==> src/rtl/axi4lite_reg_slave.sv <==
// rtl/axi4lite_reg_slave.sv - AXI4-Lite register bank with byte strobes, PROT checking and SLVERR
module axi4lite_reg_slave #(
    parameter int AXI_ADDR_WIDTH = 32,
    parameter int AXI_DATA_WIDTH = 32,
    parameter int NUM_REGS       = 16,
    parameter int PRIV_ONLY      = 0
) (
    input  logic                          A_CLK,
    input  logic                          A_RST,
    input  logic                          AW_VALID,
    output logic                          AW_READY,
    input  logic [AXI_ADDR_WIDTH-1:0]     AW_ADDR,
    input  logic [2:0]                    AW_PROT,
    input  logic                          W_VALID,
    output logic                          W_READY,
    input  logic [AXI_DATA_WIDTH-1:0]     W_DATA,
    input  logic [AXI_DATA_WIDTH/8-1:0]   W_STRB,
    output logic                          B_VALID,
    input  logic                          B_READY,
    output logic [1:0]                    B_RESP,
    input  logic                          AR_VALID,
    output logic                          AR_READY,
    input  logic [AXI_ADDR_WIDTH-1:0]     AR_ADDR,
    input  logic [2:0]                    AR_PROT,
    output logic                          R_VALID,
    input  logic                          R_READY,
    output logic [AXI_DATA_WIDTH-1:0]     R_DATA,
    output logic [1:0]                    R_RESP
);

    localparam int STRB_W   = AXI_DATA_WIDTH / 8;
    localparam int ADDR_LSB = $clog2(STRB_W);
    localparam int IDX_W    = AXI_ADDR_WIDTH - ADDR_LSB;
    localparam int REG_IW   = $clog2(NUM_REGS);
    localparam logic [IDX_W-1:0] NUM_REGS_I = IDX_W'(NUM_REGS);
    localparam logic [1:0] RESP_OKAY   = 2'b00;
    localparam logic [1:0] RESP_SLVERR = 2'b10;

    logic [AXI_DATA_WIDTH-1:0] regs [NUM_REGS];

    logic                      aw_held;
    logic [IDX_W-1:0]          aw_idx_q;
    logic                      aw_priv_q;
    logic                      w_held;
    logic [AXI_DATA_WIDTH-1:0] w_data_q;
    logic [STRB_W-1:0]         w_strb_q;

    logic                      commit;
    logic                      aw_bad;
    logic                      ar_bad;
    logic [IDX_W-1:0]          ar_idx;
    logic [AXI_DATA_WIDTH-1:0] rd_word;
    logic [AXI_DATA_WIDTH-1:0] wr_mask;

    // Sub-word address bits and the non-privilege PROT bits carry no meaning here
    logic unused_bits;
    assign unused_bits = ^{AW_ADDR[ADDR_LSB-1:0], AR_ADDR[ADDR_LSB-1:0],
                           AW_PROT[2:1], AR_PROT[2:1]};

    assign AW_READY = !A_RST && !aw_held;
    assign W_READY  = !A_RST && !w_held;
    assign AR_READY = !A_RST && (!R_VALID || R_READY);
    assign commit   = aw_held && w_held && !B_VALID;

    always_comb begin
        ar_idx  = AR_ADDR[AXI_ADDR_WIDTH-1:ADDR_LSB];
        aw_bad  = (aw_idx_q >= NUM_REGS_I) || ((PRIV_ONLY != 0) && !aw_priv_q);
        ar_bad  = (ar_idx >= NUM_REGS_I) || ((PRIV_ONLY != 0) && !AR_PROT[0]);
        rd_word = '0;
        if (!ar_bad) begin
            rd_word = regs[ar_idx[REG_IW-1:0]];
        end
        wr_mask = '0;
        for (int b = 0; b < STRB_W; b++) begin
            wr_mask[b*8 +: 8] = {8{w_strb_q[b]}};
        end
    end

    // One write port per register keeps the reset and strobe merge simple
    for (genvar i = 0; i < NUM_REGS; i++) begin : g_reg
        always_ff @(posedge A_CLK) begin
            if (A_RST) begin
                regs[i] <= '0;
            end else if (commit && !aw_bad && (aw_idx_q == IDX_W'(i))) begin
                regs[i] <= (regs[i] & ~wr_mask) | (w_data_q & wr_mask);
            end
        end
    end

    always_ff @(posedge A_CLK) begin
        if (A_RST) begin
            aw_held   <= 1'b0;
            aw_idx_q  <= '0;
            aw_priv_q <= 1'b0;
            w_held    <= 1'b0;
            w_data_q  <= '0;
            w_strb_q  <= '0;
            B_VALID   <= 1'b0;
            B_RESP    <= RESP_OKAY;
        end else begin
            if (AW_VALID && AW_READY) begin
                aw_held   <= 1'b1;
                aw_idx_q  <= AW_ADDR[AXI_ADDR_WIDTH-1:ADDR_LSB];
                aw_priv_q <= AW_PROT[0];
            end
            if (W_VALID && W_READY) begin
                w_held   <= 1'b1;
                w_data_q <= W_DATA;
                w_strb_q <= W_STRB;
            end
            if (commit) begin
                aw_held <= 1'b0;
                w_held  <= 1'b0;
                B_VALID <= 1'b1;
                B_RESP  <= aw_bad ? RESP_SLVERR : RESP_OKAY;
            end else if (B_VALID && B_READY) begin
                B_VALID <= 1'b0;
            end
        end
    end

    // Read sampling sees pre-commit register contents on a same-edge collision
    always_ff @(posedge A_CLK) begin
        if (A_RST) begin
            R_VALID <= 1'b0;
            R_DATA  <= '0;
            R_RESP  <= RESP_OKAY;
        end else if (AR_VALID && AR_READY) begin
            R_VALID <= 1'b1;
            R_DATA  <= rd_word;
            R_RESP  <= ar_bad ? RESP_SLVERR : RESP_OKAY;
        end else if (R_READY) begin
            R_VALID <= 1'b0;
        end
    end

endmodule

==> config.mk <==
export PLATFORM = sky130hd
export DESIGN_NAME = axi4lite_reg_slave
export DESIGN_NICKNAME = d
export VERILOG_FILES = /design/src/rtl/axi4lite_reg_slave.sv
export SDC_FILE = /design/constraint.sdc
export NUM_CORES = 1
export LEC_CHECK = 0
export ABC_AREA = 1
export BUFFER_PORTS_ARGS = -buffer_cell sky130_fd_sc_hd__buf_2
export CAP_MARGIN = 15
export CORE_MARGIN = 4
export CORE_UTILIZATION = 50
export CTS_CLUSTER_SIZE = 24
export DETAILED_ROUTE_END_ITERATION = 7
export PLACE_DENSITY = 0.76
export SLEW_MARGIN = 20
export SYNTH_ARGS = -nofsm -noshare
export SYNTH_HDL_FRONTEND = slang
export SYNTH_SLANG_ARGS = --single-unit
==> constraint.sdc <==
create_clock -name A_CLK -period 2.72 [get_ports A_CLK]
set_input_delay 0.272 -clock A_CLK [delete_from_list [all_inputs] [get_ports A_CLK]]
set_output_delay 0.272 -clock A_CLK [all_outputs]
set_load 0.005 [all_outputs]
==> run summary, run 1 <==
### Placement
* Placer Congestion: 0.818
* number of I/O port buffers: 141
* post-placement cell area: 31,600 µm²
* HPWL after detailed placement: 50.1 mm

### Setup path
* Crit. End Element: flop
* CP Max Fanout: 19
* Worst path depth: 8
* worst setup slack for register-to-register paths: 340 ps
* critical setup path kind: reg2reg
* R2R cell count: 8
* critical path required time: 3180 ps
* start point of the critical path: aw_held
* worst path arrival time: 2840 ps
* count of buffer and inverter cells on the critical path: 3
* worst setup path end: regs[14][11]
* kind of cell with the highest combined delay on the critical path: simple AND/OR/NAND/NOR gates
* CP dominant cell by count: buf_12
* worst reg2reg path startpoint: aw_held
* Largest stage delay, worst path: 380 ps
* critical path, cell by cell: inv_2, nor3_2, nand3_1, nor2_8, buf_12, nand4_4, buf_12, nor2_1
* Critical-path top delay cell: dfxtp_1
* critical path startpoint category: flop
* worst reg2reg endpoint: regs[14][11]

### Cells and area
* Final Cell Area: 34,400 µm²
* filler cell count in the final layout: 5,077
* net total in the final layout: 3,585
* area used by sequential logic in the layout: 17,500 µm²
* share of layout cells above drive strength 1: 12.3%
* Ant. Diodes: 0
* Area Growth Syn to Fin: 14.1%
* total area of multi-input combinational cells: 11,100 µm²

### Detailed routing
* drt pass-1 iters: 6
* detail-routed net length per standard cell: 21.1 µm
* Via-to-Cell Ratio: 6.03
* DRC Markers: 0
* DRT antenna net count: 0
* number of DRC violations after detailed-routing iteration 0: 3,750
* Vias: 25,900
* final wirelength: 90.9 mm

### Logic synthesis
* Syn Area/Cell: 8.89 µm²
* cells after synthesis: 3,390
* Netlist Area Pre-Place: 30,100 µm²
* share of synthesized cell area in and, or, nand and nor gates: 26.1%
* adder-cell share of the synthesized area: 0%
* cell type contributing the most total cell area after synthesis: edfxtp_1
* largest family of logic cells by synthesized area: simple AND/OR/NAND/NOR gates
* fraction of synthesized area in multiplexers: 0%
* flop and latch count out of synthesis: 616
* cell with the most instances after synthesis: nand2_1
* prevailing post-synth register cell: edfxtp_1
* number of distinct library cells after synthesis: 28
* synthesized-area fraction occupied by ao, oa, aoi and oai cells: 10.4%
* Area contributors post-synth: edfxtp_1 51%, a21oi_1 9.1%, nand2_1 9.0%, nand3_1 8.2%, dfxtp_1 6.9%
* Post-Synth XOR/XNOR Area: 0%
* register area share after synthesis: 57.9%
* Commonest cells post-synth: 725 x nand2_1, 550 x a21oi_1, 512 x edfxtp_1
* async set-or-reset flop fraction in the synthesized netlist: 0%
* number of flops mapped to enable cells by yosys: 512
* fraction of post-synthesis cell area in the top cell type by area: 51.0%
* number of warnings issued by yosys: 0

### Clock network
* clk sink count: 616
* clock transition at the registers of the reported paths: 60 ps
* post-cts sizing count: 0
* number of hold buffers added after cts: 70
* clock tree root buffer cell: clkbuf_16
* number of levels in the clock H-tree: 3
* worst skew pair latency: 620 ps
* clk buf depth: 3
* buffer count from post-CTS setup fixing: 0
* TritonCTS clock tree: yes
* number of CTS-inserted buffers: 66

### Global route
* Overall Global Routing Usage: 27.8%
* vias in the first global route: 24,600
* largest net degree at the start of global routing: 132
* wire length of the first global-routing pass: 139 mm
* initial antenna violation count: 1
* remaining global-route overflow: 0

### Floorplanning
* core footprint: 59,400 µm²
* number of ports placed on the die boundary: 154
* std cell rows: 89
* Die Width: 254 µm
* Initial Utilization: 50.8%
* die area: 64,300 µm²
* vertical die dimension: 254 µm

### STA
* setup-violating endpoint count in the final report: 0
* final max-slew violation count: 0
* Post-Route Skew: 26.7 ps
* top achievable clock speed: 419 MHz
* relative slew slack: 45.7%
* period utilisation layout: 87.7%
* minimum clock period: 2380 ps
* unrepaired setup endpoints after global routing: false
* final sum of negative setup slack: 0 ps
* Final Hold Viols: 0
* transition time at the pin with the least slew margin: 815 ps

### Power and ir drop
* power density normalized to cell area: 626 nW/µm²
* Leakage: 12.9 nW
* peak supply drop: 0.447 mV

### Hold path
* Hold Crit Class: in2reg
* hold path cells: 4

### Status
* run status: finished, final reports clean

### Flow run
* number of violations of the max-capacitance limit: 0

## power breakdown
part	internal [mW]	total, mW	switching [mW]
sequential	10.5	10.7	0.190
clock	5.01	8.76	3.75
combinational	0.686	2.07	1.38
total	16.2	21.5	5.32
## cell usage in the layout, fill, tap and decap left out, drive strengths merged
| master | count |
|---|---|
| o21ai | 44 |
| o31ai | 23 |
| clkinvlp | 1 |
| inv | 77 |
| clkbuf | 101 |
| buf | 225 |
| nor2 | 543 |
| and2 | 3 |
| clkinv | 20 |
| nand2 | 727 |
| nand4 | 19 |
| dlygate4sd3 | 70 |
| edfxtp | 512 |
| a21oi | 550 |
| dfxtp | 104 |
| bufinv | 2 |
| nand3 | 492 |
| conb | 2 |
| nor4 | 1 |
| nor3 | 10 |
## kinds of logic after synthesis
logic type	count (synthesis)
simple gates	1795
compound gates	617
flops	616
buf+inv	361
other cells	1
## registers in the layout, summed over array words and instances, names as in the netlist
register / flops
R_RESP: 1
aw_held: 1
regs: 512
w_strb_q: 4
B_VALID: 1
R_VALID: 1
R_DATA: 32
B_RESP: 1
w_data_q: 32
w_held: 1
aw_idx_q: 30
## routing by layer
metal	global-route usage [%]	part of all wire (%)
met5	0	0.013
met4	12.8	5.0
met3	4.51	11
met2	44.8	46
met1	37.4	38
## worst min-delay path by stage
stage | slack [ps] | startpoint | endpoint
2_1_floorplan | 380 | AW_ADDR[2] | aw_idx_q[0]
3_3_place_gp | 450 | R_DATA[6] | R_DATA[6]
3_5_place_dp | 450 | R_DATA[17] | R_DATA[17]
4_1_cts | 170 | A_RST | R_RESP[1]
5_1_grt | 210 | AR_ADDR[5] | R_DATA[23]
6_report | 190 | A_RST | R_RESP[1]
## through the flow
step           setup WS (ps)  hold WS (ps)  power [mW]  util, %  std cells
4_1_cts                  387           168        21.6     57.9       4299
2_1_floorplan            152           385        12.1        -       3391
5_1_grt                  232           215        22.2     57.9       4299
6_report                 335           190        21.5     57.9       4299
3_5_place_dp             401           454        12.8     53.3       4107
3_3_place_gp             476           452        12.8     53.3       4107
## layout make-up
type	count	area share [%]
multi-input combinational	2414	32.2
timing repair buffer	296	7.29
sequential	616	50.8
tap	773	2.81
clock inverter	22	0.564
clock buffer	100	5.48
inverter	78	0.899
## tightest hold or removal path: cells and delay by family
kind,cells,cell delay (ps)
buf+inv,2,290
compound gates,1,120
simple gates,1,70
No activity file was read; power rests on OpenSTA's default activity.
==> inputs of run 2 (changes only) <==
--- a/config.mk
+++ b/config.mk
@@ -8,10 +8,10 @@
 export ABC_AREA = 1
 export BUFFER_PORTS_ARGS = -buffer_cell sky130_fd_sc_hd__buf_2
 export CAP_MARGIN = 15
-export CORE_MARGIN = 4
 export CORE_UTILIZATION = 50
 export CTS_CLUSTER_SIZE = 24
 export DETAILED_ROUTE_END_ITERATION = 7
+export HOLD_SLACK_MARGIN = 0.02
 export PLACE_DENSITY = 0.76
 export SLEW_MARGIN = 20
 export SYNTH_ARGS = -nofsm -noshare
==> run 2 against run 1 <==
The flow now finishes with violations (DRC). Clock-buffer cell count fell by 20. Utilization down 0.19 points. Combinational power barely moved. Routed wire length down 0.45%. Critical path depth did not move. Non-clock buffer count grew 7. Flip-flop and latch count unchanged.
==> run summary, run 2 (synthesis results as in run 1) <==
### Status
* run status: finished with violations
* failing checks: DRC

### STA
* relative slew slack: 40.2%, -5.4 points
* final max-slew violation count: 0, unchanged
* setup slack after layout: 439 ps, +104 ps
* transition time at the pin with the least slew margin: 897 ps, +81.6 ps
* unrepaired setup endpoints after global routing: false
* period utilisation layout: 83.9%, -3.8 points
* setup-violating endpoint count in the final report: 0, unchanged
* Final Hold Viols: 0, unchanged
* minimum clock period: 2280 ps, -104 ps
* final sum of negative setup slack: 0 ps, unchanged
* Post-Route Skew: 41.1 ps, +14.4 ps
* top achievable clock speed: 438 MHz, +4.6%

### Setup path
* Largest stage delay, worst path: 380 ps, about the same
* worst path arrival time: 2570 ps, -270 ps
* worst reg2reg endpoint: regs[8][22]
* R2R cell count: 8, unchanged
* worst setup slack for register-to-register paths: 440 ps, +100 ps
* critical path required time: 3010 ps, -170 ps
* count of buffer and inverter cells on the critical path: 3, unchanged
* Worst path depth: 8, unchanged
* worst reg2reg path startpoint: aw_held
* critical path, cell by cell: inv_2, nor3_2, nand3_1, nor2_8, buf_4, nand3_1, nand2_2, buf_4
* start point of the critical path: aw_held
* kind of cell with the highest combined delay on the critical path: simple AND/OR/NAND/NOR gates
* critical path startpoint category: flop
* critical setup path kind: reg2reg
* Critical-path top delay cell: dfxtp_1
* Crit. End Element: flop
* worst setup path end: regs[8][22]
* CP Max Fanout: 19, unchanged

### Detailed routing
* drt pass-1 iters: 8, +2
* Vias: 25,500, -1.4%
* final wirelength: 90.5 mm, -0.45%
* detail-routed net length per standard cell: 21.0 µm, -0.47%
* Via-to-Cell Ratio: 5.94, -1.5%
* DRC Markers: 2, +2
* DRT antenna net count: 0, unchanged
* number of DRC violations after detailed-routing iteration 0: 3,605, -3.9%

### Floorplanning
* Initial Utilization: 50.9%, +0.095 points
* die area: 61,300 µm², -4.7%
* number of ports placed on the die boundary: 154, unchanged
* std cell rows: 89, unchanged
* core footprint: 59,200 µm², -0.19%
* Die Width: 248 µm, -2.4%
* vertical die dimension: 248 µm, -2.4%

### Cells and area
* Regs by FF count: regs: 512 flops, R_DATA: 32 flops, w_data_q: 32 flops
* final instance count without filler cells: 4,300, +0.023%
* share of layout cells above drive strength 1: 12.4%, +0.11 points
* number of flip-flops in the largest register: 512, unchanged
* Area Growth Syn to Fin: 13.5%
* Final Cell Area: 34,200 µm², -0.52%
* most frequent standard cell in the layout excluding fill and tap cells: nand2_1
* net total in the final layout: 3,587, +0.056%
* filler cell count in the final layout: 5,163, +1.7%
* most used cells in the layout excluding fill and tap cells: 709 x nand2_1, 550 x a21oi_1, 512 x edfxtp_1, 490 x nand3_1, 483 x nor2_1
* Ant. Diodes: 0, unchanged
* most flop-heavy register: regs

### Clock network
* TritonCTS clock tree: yes
* clk sink count: 616, unchanged
* clock transition at the registers of the reported paths: 70 ps, about the same
* worst skew pair latency: 660 ps, +40 ps
* number of CTS-inserted buffers: 61, -7.6%
* clock tree root buffer cell: clkbuf_16
* clk buf depth: 3, unchanged
* buffer count from post-CTS setup fixing: 0, unchanged
* number of levels in the clock H-tree: 2, -1

### Power and ir drop
* Clock Power Share: 39.3%, -1.4 points
* switching power: 5.31 mW, -0.23%
* peak supply drop: 0.522 mV, +17%
* combinational share of power: 9.8%, +0.2 points
* power density normalized to cell area: 615 nW/µm², -1.8%
* switch share: 25.2%, +0.53 points
* Leakage: 12.8 nW, -0.40%
* internal power summed over all cells: 15.7 mW, -3.0%
* portion of total power attributed to sequential cells: 50.9%, +1.2 points

### Placement
* total instance count after detailed placement: 4,115, +0.19%
* post-placement cell area: 31,600 µm², about the same
* Placer Congestion: 0.845, +3.3%
* HPWL after detailed placement: 51.1 mm, +2.2%
* Setup WS pre-CTS: 509 ps, +108 ps
* number of I/O port buffers: 141, unchanged

### Global route
* Overall Global Routing Usage: 29.5%, +1.7 points
* largest net degree at the start of global routing: 130, -1.5%
* initial antenna violation count: 2, +1
* vias in the first global route: 23,900, -2.9%
* remaining global-route overflow: 0, unchanged
* wire length of the first global-routing pass: 138 mm, -1.2%

### Flow run
* number of violations of the max-capacitance limit: 0, unchanged

### Hold path
* Hold Crit Class: in2reg
* hold path cells: 4, unchanged

run 2: cell types whose count changed in the layout (fill, tap and decap cells not counted), sizes merged:
cell         change
inv              -1
dlygate4sd3      -1
buf              +8
bufinv           +1
clkinv          +15
clkbuf          -20
clkinvlp         -1
run 2: worst min path at each step:
stage / startpoint / end / slack [ps]
detailed placement: R_DATA[22] / R_DATA[22] / 450
floorplan: AW_ADDR[2] / aw_idx_q[0] / 380
finish: R_READY / R_VALID / 110
global route: R_READY / R_VALID / 70
global placement: R_DATA[30] / R_DATA[30] / 450
CTS: R_READY / R_VALID / 40
run 2: worst register-to-register path: stages (launching register included):
cell and delay [ps]:
dfxtp_1 380, inv_2 60, nor3_2 220, nand3_1 230, nor2_8 230, buf_4 240, nand3_1 110, nand2_2 90
buf_4 350
run 2: layout make-up:
class                   count  area [µm²]  area share (%)
flip-flops and latches    616       17500            51.0
multi-input cells        2414       11100            32.4
repair buffers            303        2480            7.25
clock buffers              80        1640            4.79
well taps                 773         967            2.83
inverters                  78         309           0.903
clock inverters            36         289           0.845
run 2: power by group through the flow:
stage	clock, mW	combinational (mW)	sequential (mW)
after detailed placement	0	1.93	10.9
after floorplan	0	1.29	10.9
final	8.28	2.06	10.7
after global routing	8.67	2.23	10.7
after CTS	8.33	2.02	10.7
after global placement	0	1.91	10.9
run 2: metrics by stage:
step	util, %	power (mW)	hold slack (ps)
2_1_floorplan	-	12.1	385
3_3_place_gp	53.3	12.8	451
3_5_place_dp	53.3	12.8	454
4_1_cts	57.7	21.0	40.1
5_1_grt	57.7	21.6	71.2
6_report	57.7	21.0	107
run 2: routing by layer:
layer	track usage, %	part of all wire, %
met1	39.8	38
met2	46.9	46
met3	4.77	12
met4	13.3	4.5
met5	0	0.013
run 2: what timing repair did:
action                                 4_1_cts  5_1_grt
gates resized for setup                      0        0
hold buffers                                69        0
endpoints found under the hold margin       69        0
